===== src/rtl/store_align_if.sv =====
// Store request / data-memory write bundle for store_align.
// The slave modport is the store aligner itself; master is the side that
// issues store requests and owns the memory's write-ready.
interface store_align_if;
  logic        req_valid;
  logic        req_ready;
  logic [31:0] req_addr;
  logic [31:0] req_data;
  logic [1:0]  req_size;
  logic        mem_wvalid;
  logic        mem_wready;
  logic [31:0] mem_addr;
  logic [31:0] mem_wdata;
  logic [3:0]  mem_be;
  logic        done;
  logic        err;

  modport slave (
    input  req_valid, req_addr, req_data, req_size, mem_wready,
    output req_ready, mem_wvalid, mem_addr, mem_wdata, mem_be, done, err
  );

  modport master (
    output req_valid, req_addr, req_data, req_size, mem_wready,
    input  req_ready, mem_wvalid, mem_addr, mem_wdata, mem_be, done, err
  );
endinterface


===== src/rtl/store_align.sv =====
// Store-side aligner: narrows a register value to byte/half/word, shifts it
// onto little-endian byte lanes and issues one or two word-aligned write
// beats with byte enables. Misaligned stores that cross a word boundary
// are split into a second beat at the next word address (wrapping at 2^32).
module store_align (
  input  logic          clk,
  input  logic          reset,
  store_align_if.slave  bus
);

  typedef enum logic [1:0] {
    IDLE  = 2'd0,
    BEAT0 = 2'd1,
    BEAT1 = 2'd2
  } state_t;

  state_t      state_reg, state_next;
  logic        mem_wvalid_reg, mem_wvalid_next;
  logic [31:0] mem_addr_reg, mem_addr_next;
  logic [31:0] mem_wdata_reg, mem_wdata_next;
  logic [3:0]  mem_be_reg, mem_be_next;
  logic        done_reg, done_next;
  logic        err_reg, err_next;

  // Second-beat fields are derived at accept time from the latched request
  // so that the BEAT0->BEAT1 transition is just a register copy.
  logic [31:0] b1_addr_reg, b1_addr_next;
  logic [31:0] b1_wdata_reg, b1_wdata_next;
  logic [3:0]  b1_be_reg, b1_be_next;

  logic [71:0] req_lanes;
  logic [31:0] req_word_addr;

  // Place the access on an 8-lane (two-word) window starting at the word
  // address: the low 4 lanes form beat 0 and the high 4 lanes form beat 1.
  // Returns {be_wide[7:0], wdata_wide[63:0]}.
  function automatic logic [71:0] lanes(input logic [1:0]  o,
                                        input logic [31:0] data,
                                        input logic [1:0]  size);
    logic [7:0]  be_base;
    logic [63:0] d_base;
    case (size)
      2'b00:   begin be_base = 8'h01; d_base = {56'd0, data[7:0]};  end
      2'b01:   begin be_base = 8'h03; d_base = {48'd0, data[15:0]}; end
      default: begin be_base = 8'h0F; d_base = {32'd0, data};       end
    endcase
    return {be_base << o, d_base << {o, 3'b000}};
  endfunction

  assign req_lanes     = lanes(bus.req_addr[1:0], bus.req_data, bus.req_size);
  assign req_word_addr = {bus.req_addr[31:2], 2'b00};

  assign bus.req_ready  = (state_reg == IDLE);
  assign bus.mem_wvalid = mem_wvalid_reg;
  assign bus.mem_addr   = mem_addr_reg;
  assign bus.mem_wdata  = mem_wdata_reg;
  assign bus.mem_be     = mem_be_reg;
  assign bus.done       = done_reg;
  assign bus.err        = err_reg;

  // State and all registered outputs; reset abandons any in-flight beat.
  always_ff @(posedge clk or posedge reset) begin
    if (reset) begin
      state_reg      <= IDLE;
      mem_wvalid_reg <= 1'b0;
      mem_addr_reg   <= 32'd0;
      mem_wdata_reg  <= 32'd0;
      mem_be_reg     <= 4'd0;
      done_reg       <= 1'b0;
      err_reg        <= 1'b0;
      b1_addr_reg    <= 32'd0;
      b1_wdata_reg   <= 32'd0;
      b1_be_reg      <= 4'd0;
    end else begin
      state_reg      <= state_next;
      mem_wvalid_reg <= mem_wvalid_next;
      mem_addr_reg   <= mem_addr_next;
      mem_wdata_reg  <= mem_wdata_next;
      mem_be_reg     <= mem_be_next;
      done_reg       <= done_next;
      err_reg        <= err_next;
      b1_addr_reg    <= b1_addr_next;
      b1_wdata_reg   <= b1_wdata_next;
      b1_be_reg      <= b1_be_next;
    end
  end

  // Next-state and next-output logic; everything holds unless a handshake
  // or an accept moves it.
  always_comb begin
    state_next      = state_reg;
    mem_wvalid_next = mem_wvalid_reg;
    mem_addr_next   = mem_addr_reg;
    mem_wdata_next  = mem_wdata_reg;
    mem_be_next     = mem_be_reg;
    done_next       = 1'b0;
    err_next        = 1'b0;
    b1_addr_next    = b1_addr_reg;
    b1_wdata_next   = b1_wdata_reg;
    b1_be_next      = b1_be_reg;

    case (state_reg)
      IDLE: begin
        if (bus.req_valid) begin
          if (bus.req_size == 2'b11) begin
            err_next = 1'b1;
          end else begin
            state_next      = BEAT0;
            mem_wvalid_next = 1'b1;
            mem_addr_next   = req_word_addr;
            mem_be_next     = req_lanes[67:64];
            mem_wdata_next  = req_lanes[31:0];
            b1_addr_next    = req_word_addr + 32'd4;
            b1_be_next      = req_lanes[71:68];
            b1_wdata_next   = req_lanes[63:32];
          end
        end
      end

      BEAT0: begin
        if (bus.mem_wready) begin
          if (b1_be_reg != 4'd0) begin
            state_next     = BEAT1;
            mem_addr_next  = b1_addr_reg;
            mem_be_next    = b1_be_reg;
            mem_wdata_next = b1_wdata_reg;
          end else begin
            state_next      = IDLE;
            mem_wvalid_next = 1'b0;
            mem_be_next     = 4'd0;
            mem_wdata_next  = 32'd0;
            done_next       = 1'b1;
          end
        end
      end

      BEAT1: begin
        if (bus.mem_wready) begin
          state_next      = IDLE;
          mem_wvalid_next = 1'b0;
          mem_be_next     = 4'd0;
          mem_wdata_next  = 32'd0;
          done_next       = 1'b1;
        end
      end

      default: begin
        state_next      = IDLE;
        mem_wvalid_next = 1'b0;
        mem_be_next     = 4'd0;
        mem_wdata_next  = 32'd0;
      end
    endcase
  end

endmodule


===== src/flat_wrapper.sv =====
// flat-port wrapper written by rule: the top's interface ports become plain ports
module store_align_flat 
  (clk, reset, bus_req_valid, bus_req_addr, bus_req_data, bus_req_size, bus_mem_wready, bus_req_ready, bus_mem_wvalid, bus_mem_addr, bus_mem_wdata, bus_mem_be, bus_done, bus_err);
  store_align_if bus_i ();
  input  logic clk;
  input  logic reset;
  input wire logic [$bits(bus_i.req_valid)-1:0] bus_req_valid;
  input wire logic [$bits(bus_i.req_addr)-1:0] bus_req_addr;
  input wire logic [$bits(bus_i.req_data)-1:0] bus_req_data;
  input wire logic [$bits(bus_i.req_size)-1:0] bus_req_size;
  input wire logic [$bits(bus_i.mem_wready)-1:0] bus_mem_wready;
  output wire logic [$bits(bus_i.req_ready)-1:0] bus_req_ready;
  output wire logic [$bits(bus_i.mem_wvalid)-1:0] bus_mem_wvalid;
  output wire logic [$bits(bus_i.mem_addr)-1:0] bus_mem_addr;
  output wire logic [$bits(bus_i.mem_wdata)-1:0] bus_mem_wdata;
  output wire logic [$bits(bus_i.mem_be)-1:0] bus_mem_be;
  output wire logic [$bits(bus_i.done)-1:0] bus_done;
  output wire logic [$bits(bus_i.err)-1:0] bus_err;
  assign bus_i.req_valid = bus_req_valid;
  assign bus_i.req_addr = bus_req_addr;
  assign bus_i.req_data = bus_req_data;
  assign bus_i.req_size = bus_req_size;
  assign bus_i.mem_wready = bus_mem_wready;
  assign bus_req_ready = bus_i.req_ready;
  assign bus_mem_wvalid = bus_i.mem_wvalid;
  assign bus_mem_addr = bus_i.mem_addr;
  assign bus_mem_wdata = bus_i.mem_wdata;
  assign bus_mem_be = bus_i.mem_be;
  assign bus_done = bus_i.done;
  assign bus_err = bus_i.err;
  store_align u_core (.clk(clk), .reset(reset), .bus(bus_i));
endmodule

===== config.mk =====
export PLATFORM = sky130hd
export DESIGN_NAME = store_align_flat
export DESIGN_NICKNAME = d
export VERILOG_FILES = /design/src/rtl/store_align_if.sv /design/src/rtl/store_align.sv /design/src/flat_wrapper.sv
export SDC_FILE = /design/constraint.sdc
export NUM_CORES = 1
export LEC_CHECK = 0
export CAP_MARGIN = 10
export CORE_ASPECT_RATIO = 2
export CORE_MARGIN = 2
export CORE_UTILIZATION = 39
export CTS_CLUSTER_DIAMETER = 120
export DETAILED_ROUTE_END_ITERATION = 8
export GPL_ROUTABILITY_DRIVEN = 0
export GPL_TIMING_DRIVEN = 0
export PLACE_DENSITY_LB_ADDON = 0.2
export SYNTH_ARGS = -nofsm -noshare
export SYNTH_HDL_FRONTEND = slang
export SYNTH_SLANG_ARGS = --single-unit

===== constraint.sdc =====
create_clock -name clk -period 7 [get_ports clk]
set_clock_uncertainty 0.1 [all_clocks]
set_input_delay 1.05 -clock clk [delete_from_list [all_inputs] [get_ports clk]]
set_output_delay 1.05 -clock clk [all_outputs]
set_load 0.005 [all_outputs]

# After elaboration in Yosys (flattened, before gate mapping)
# Index checks and enable logic that the tools add are counted.
# classes
addsub	1
eq_ne	10
shifts	2
muxes	38
bitwise_logic	1
n_reduce_logical	8
# op_table
cell	n
two-way mux 32 bit	9
one-hot mux 32 bit (2 select lines)	2
one-hot mux 32 bit (3 select lines)	1
left shift 32 x 5 -> 64 bit	1
adder 32 x 3 -> 32 bit, second input constant	1
two-way mux 4 bit	5
one-hot mux 4 bit (3 select lines)	1
two-way mux 1 bit	11
two-way mux 2 bit	5
!= test 2 bit, second input constant	5
AND reduction 5 bit	2
one-hot mux 4 bit (2 select lines)	1
left shift 4 x 2 -> 8 bit	1
one-hot mux 2 bit (3 select lines)	1
== test 2 x 1 -> 1 bit, second input constant	2
== test 2 bit, second input constant	2
logical NOT 2 bit	2
AND reduction 4 bit	1
nonzero test 4 bit	1
one-hot mux 1 bit (3 select lines)	1
AND reduction 3 bit	1
!= test 2 x 1 -> 1 bit, second input constant	1
one-hot mux 1 bit (2 select lines)	1
nonzero test 2 bit	1
NOT 1 bit	1
# word_totals
register_bits	141
input_bits	70
out_inout_bits	72
word_cells	70

# Depth between registers and ports, before layout
# logic_depth
depth_word	6
ltp_mapped	8
depth_no_buf	6

# Worst setup path before layout
# Ideal clock, no wire load.
# synth_path
path_kind	input to register
startpoint	input bus_req_addr[4]
endpoint	register u_core.b1_addr_reg[26]
setup_time_ps	82
t_arrival_ps	2704
required_ps	6818
setup_slack_ps	4114
path_stages	6
path_buffers	2
cell_sequence	clkbuf_1 -> nand3_1 -> or4_1 -> buf_2 -> or4_1 -> a31oi_1
# synth_between
elab_chain_cells	1
# synth_rtl
item	line_no	rtl
start, declared	flat_wrapper.sv:8	input wire logic [$bits(bus_i.req_addr)-1:0] bus_req_addr;
adder 32 x 3 -> 32 bit	store_align.sv:113	b1_addr_next = req_word_addr + 32'd4;
end signal, assigned	store_align.sv:82	b1_addr_reg <= b1_addr_next;
end, declared	store_align.sv:27	logic [31:0] b1_addr_reg, b1_addr_next;
# No other way between the ends.
# A chain may end at the register's enable or synchronous reset.

# Final worst setup path
# layout_path
startpoint	input bus_req_addr[0]
endpoint	register u_core.mem_wdata_reg[0], in the netlist u_core.bus.mem_wdata[0]
# layout_between
elab_chain_cells	4
# layout_rtl
item	line_no	rtl
left shift 32 x 5 -> 64 bit	store_align.sv:47	return {be_base << o, d_base << {o, 3'b000}};
two-way mux 32 bit	store_align.sv:105	if (bus.req_size == 2'b11) begin
two-way mux 32 bit	store_align.sv:104	if (bus.req_valid) begin
one-hot mux 32 bit (3 select lines)	store_align.sv:102	case (state_reg)
end signal, assigned	store_align.sv:78	mem_wdata_reg <= mem_wdata_next;
end, declared	store_align.sv:20	logic [31:0] mem_wdata_reg, mem_wdata_next;
# No other way between the ends. The select of a mux whose other input is x is not followed.

==> impl_metrics.toml <==
[setup_path]
crit_path_top_delay_cell = "nor3_1"
crit_path_end_kind = "flip-flop"
path_cells = "clkdlybuf4s50_1 -> clkbuf_1 -> buf_1 -> nor3_1 -> a22oi_1 -> o21ai_0"
worstPathRequired_ns = 7.23
crit_arrival_ns = 3.68
worst_r2r_path_depth = 8
startpoint = "bus_req_addr[0]"
max_stage_delay_ns = 1.13
cp-start-kind = "primary input"
worst-setup-path-type = "in2reg"
crit_fanout = 10
reg2reg_from = "u_core.state_reg[1]"

[clocking]
htree_levels = 4
cts_buffers = 17
ctsResizeCount = 0
ctsRootBufferMaster = "clkbuf_16"
post_cts_buffers = 0
cts_tree = "built"
clock-sinks = 128
clockBufferDepth = 2
insertion_delay_ns = 0.42
clk_pin_slew_ns = 0.06
postCtsHoldBufs = 0

[final_layout]
antenna_cells = 0
area_growth_syn_to_layout_pct = 35.1
largest_reg_flops = 32
fin_area_um2 = 8650
layout-drive-gt1-share_pct = 13.0
filler_cell_count = 1497
fin_nets = 875

[status]
status = "complete, no violations"

[grt]
grt_max_degree = 71
first_global_vias = 5987
grt_pass1_wl_um = 32500
overflow = 0
antenna_found_initial = 0
grt_use_total_pct = 24.7

[detailed_routing]
dr.first_iter.drc_count = 387
wl_per_cell_um = 21.1
drcViolationCount = 0
dr.pass1.iters = 6
routed_wl_um = 21400
via_per_inst = 5.81
vias = 5913
antenna_left = 0

[sta]
fin_tns_setup_ns = 0
slew_headroom_pct = 10.3
setup_violations = 0
period_share_pct = 49.2
rsz0062_at_grt = "false"
max_clock_freq_mhz = 290
drv_slew = 0
max_slew.worst_pin.slew_ns = 1.34
min_period_ns = 3.45
hold_violations = 0

[yosys]
yosysWarningCount = 0
synth_edf_count = 0
yosysTopAreaCellShare_pct = 50.0
synthCells = 644
yosysUniqueCellTypes = 44
yosys-top-cells-area = "dfrtp_1 (50%), mux2_2 (9.8%), o21ai_0 (6.2%)"
synth_top_area_cell = "dfrtp_1"
avgSynthCellArea_um2 = 9.94
synth_ff_type = "dfrtp_1"
syn_area_um2 = 6400
ys_ff_latch = 128
async_flop_share_pct = 100
seq_area_frac_synth_pct = 50.0

[pwr]
switchingPower_w = 0.00116
cellPowerDensity_nw_per_um2 = 394
vdd_drop_max_uv = 244
pwr-share-clk_pct = 26.5
sw_frac_of_total_pct = 34.0
pwr-share-seq_pct = 35.6
leakage_nw = 3.48
power_frac_comb_pct = 38.0
p_int_w = 0.00225

[worst_hold_path]
min-delay-start = "u_core.b1_addr_reg[2]"
hp-class = "reg2reg"
min_path_cells = 2

[floorplanning]
initial_core_util_pct = 39.6
dieArea_um2 = 17500
io_pins = 142
num_rows = 66
coreArea_um2 = 16200
die_x_um = 94.6
fp.dieH_um = 185

[place]
portBuffers = 136
dp_hpwl_um = 15900
post_dp_cell_area_um2 = 8060

[flow_run]
maxCapViolations = 0
-- layout by cell type (no fill, tap or decap), drive strengths merged, types with 10 or more instances in the layout --
cell           count
clkdlybuf4s50    136
dfrtp            128
nand2             92
o21ai             79
mux2              56
clkbuf            56
nor2              39
a22oi             19
nand3             17
a32o              16
inv               15
a31oi             14
or4               13
buf               11
nand4             10
or2               10
-- synthesized netlist by cell type, types with 6 or more instances --
cell type	n
dfrtp_1	128
nand2_1	92
o21ai_0	79
mux2_2	56
nor2_1	39
clkbuf_1	38
a22oi_1	19
nand3_1	17
a32o_1	16
a31oi_1	14
or4_1	13
inv_1	11
nand4_1	10
a22o_1	9
or2_2	9
xnor2_1	9
a221oi_1	8
a222oi_1	8
mux2i_1	8
nor3_1	8
or3_1	7
o31ai_1	6
-- area by class of cell --
type / instances / area, µm² / area share (%)
plain buffers: 48 / 191 / 2.21
clock buffers: 18 / 439 / 5.08
multi-input cells: 458 / 2970 / 34.3
well taps: 204 / 255 / 2.95
clock inverters: 14 / 155 / 1.79
repair buffers: 137 / 1390 / 16.1
flip-flops and latches: 128 / 3200 / 37.0
inverters: 11 / 46.3 / 0.535
-- worst max-delay path: cells and delay by family --
kind | cells | cell delay [ns]
buf+inv | 3 | 1.10
compound gates | 2 | 0.40
simple gates | 1 | 1.13
-- power groups by stage --
stage	Sequential, W	Clock [W]	Combinational [W]
2_1_floorplan	0.00120	0	0.000658
6_report	0.00121	0.000902	0.00129
3_5_place_dp	0.00122	0	0.00130
3_3_place_gp	0.00121	0	0.00128
5_1_grt	0.00125	0.000945	0.00141
4_1_cts	0.00121	0.000914	0.00131
-- logic make-up after synthesis --
family | Yosys count | synth area share (%)
AOI/OAI and AO/OA | 172 | 18.1
xor gates and xnor gates | 12 | 1.64
adders and majority gates | 4 | 0.782
buffers and inverters | 59 | 3.63
DFF | 128 | 50.0
muxes | 64 | 11.1
other | 1 | 0.0586
and+or+nand+nor | 204 | 14.7
-- path summary, 6_finish.rpt --
kind / endpoint / slack (ns)
worst max register to register: u_core.bus.mem_wdata[16] / 4.25
worst min-delay path: u_core.b1_addr_reg[2] / 0.38
worst min register to register: u_core.b1_addr_reg[2] / 0.38
max in group asynchronous: u_core.b1_addr_reg[30] / 5.04
min in group asynchronous: u_core.bus.mem_addr[6] / 0.98
worst max-delay path: u_core.bus.mem_wdata[0] / 3.55
-- metal layers --
layer  routed length [µm]  vias to the layer above  GRT usage (%)
met5                    0                        -              0
met4                 1310                        0           16.2
met1                 7270                     2855           24.9
met2                11500                      309           44.8
li1                     -                     2680              -
met3                 1360                       69           5.04
-- through the flow --
stage | instances | setup slack [ns] | hold WS [ns] | total power, W | utilization (%)
floorplan | 645 | 2.44 | 0.340 | 0.00185 | -
detailed placement | 986 | 3.21 | 0.367 | 0.00252 | 49.8
global placement | 985 | 0.543 | 0.358 | 0.00249 | 49.6
CTS | 1018 | 3.63 | 0.381 | 0.00343 | 53.4
finish | 1018 | 3.55 | 0.376 | 0.00341 | 53.4
global route | 1018 | 3.49 | 0.391 | 0.00361 | 53.4
(Power assumes the default switching activity.)
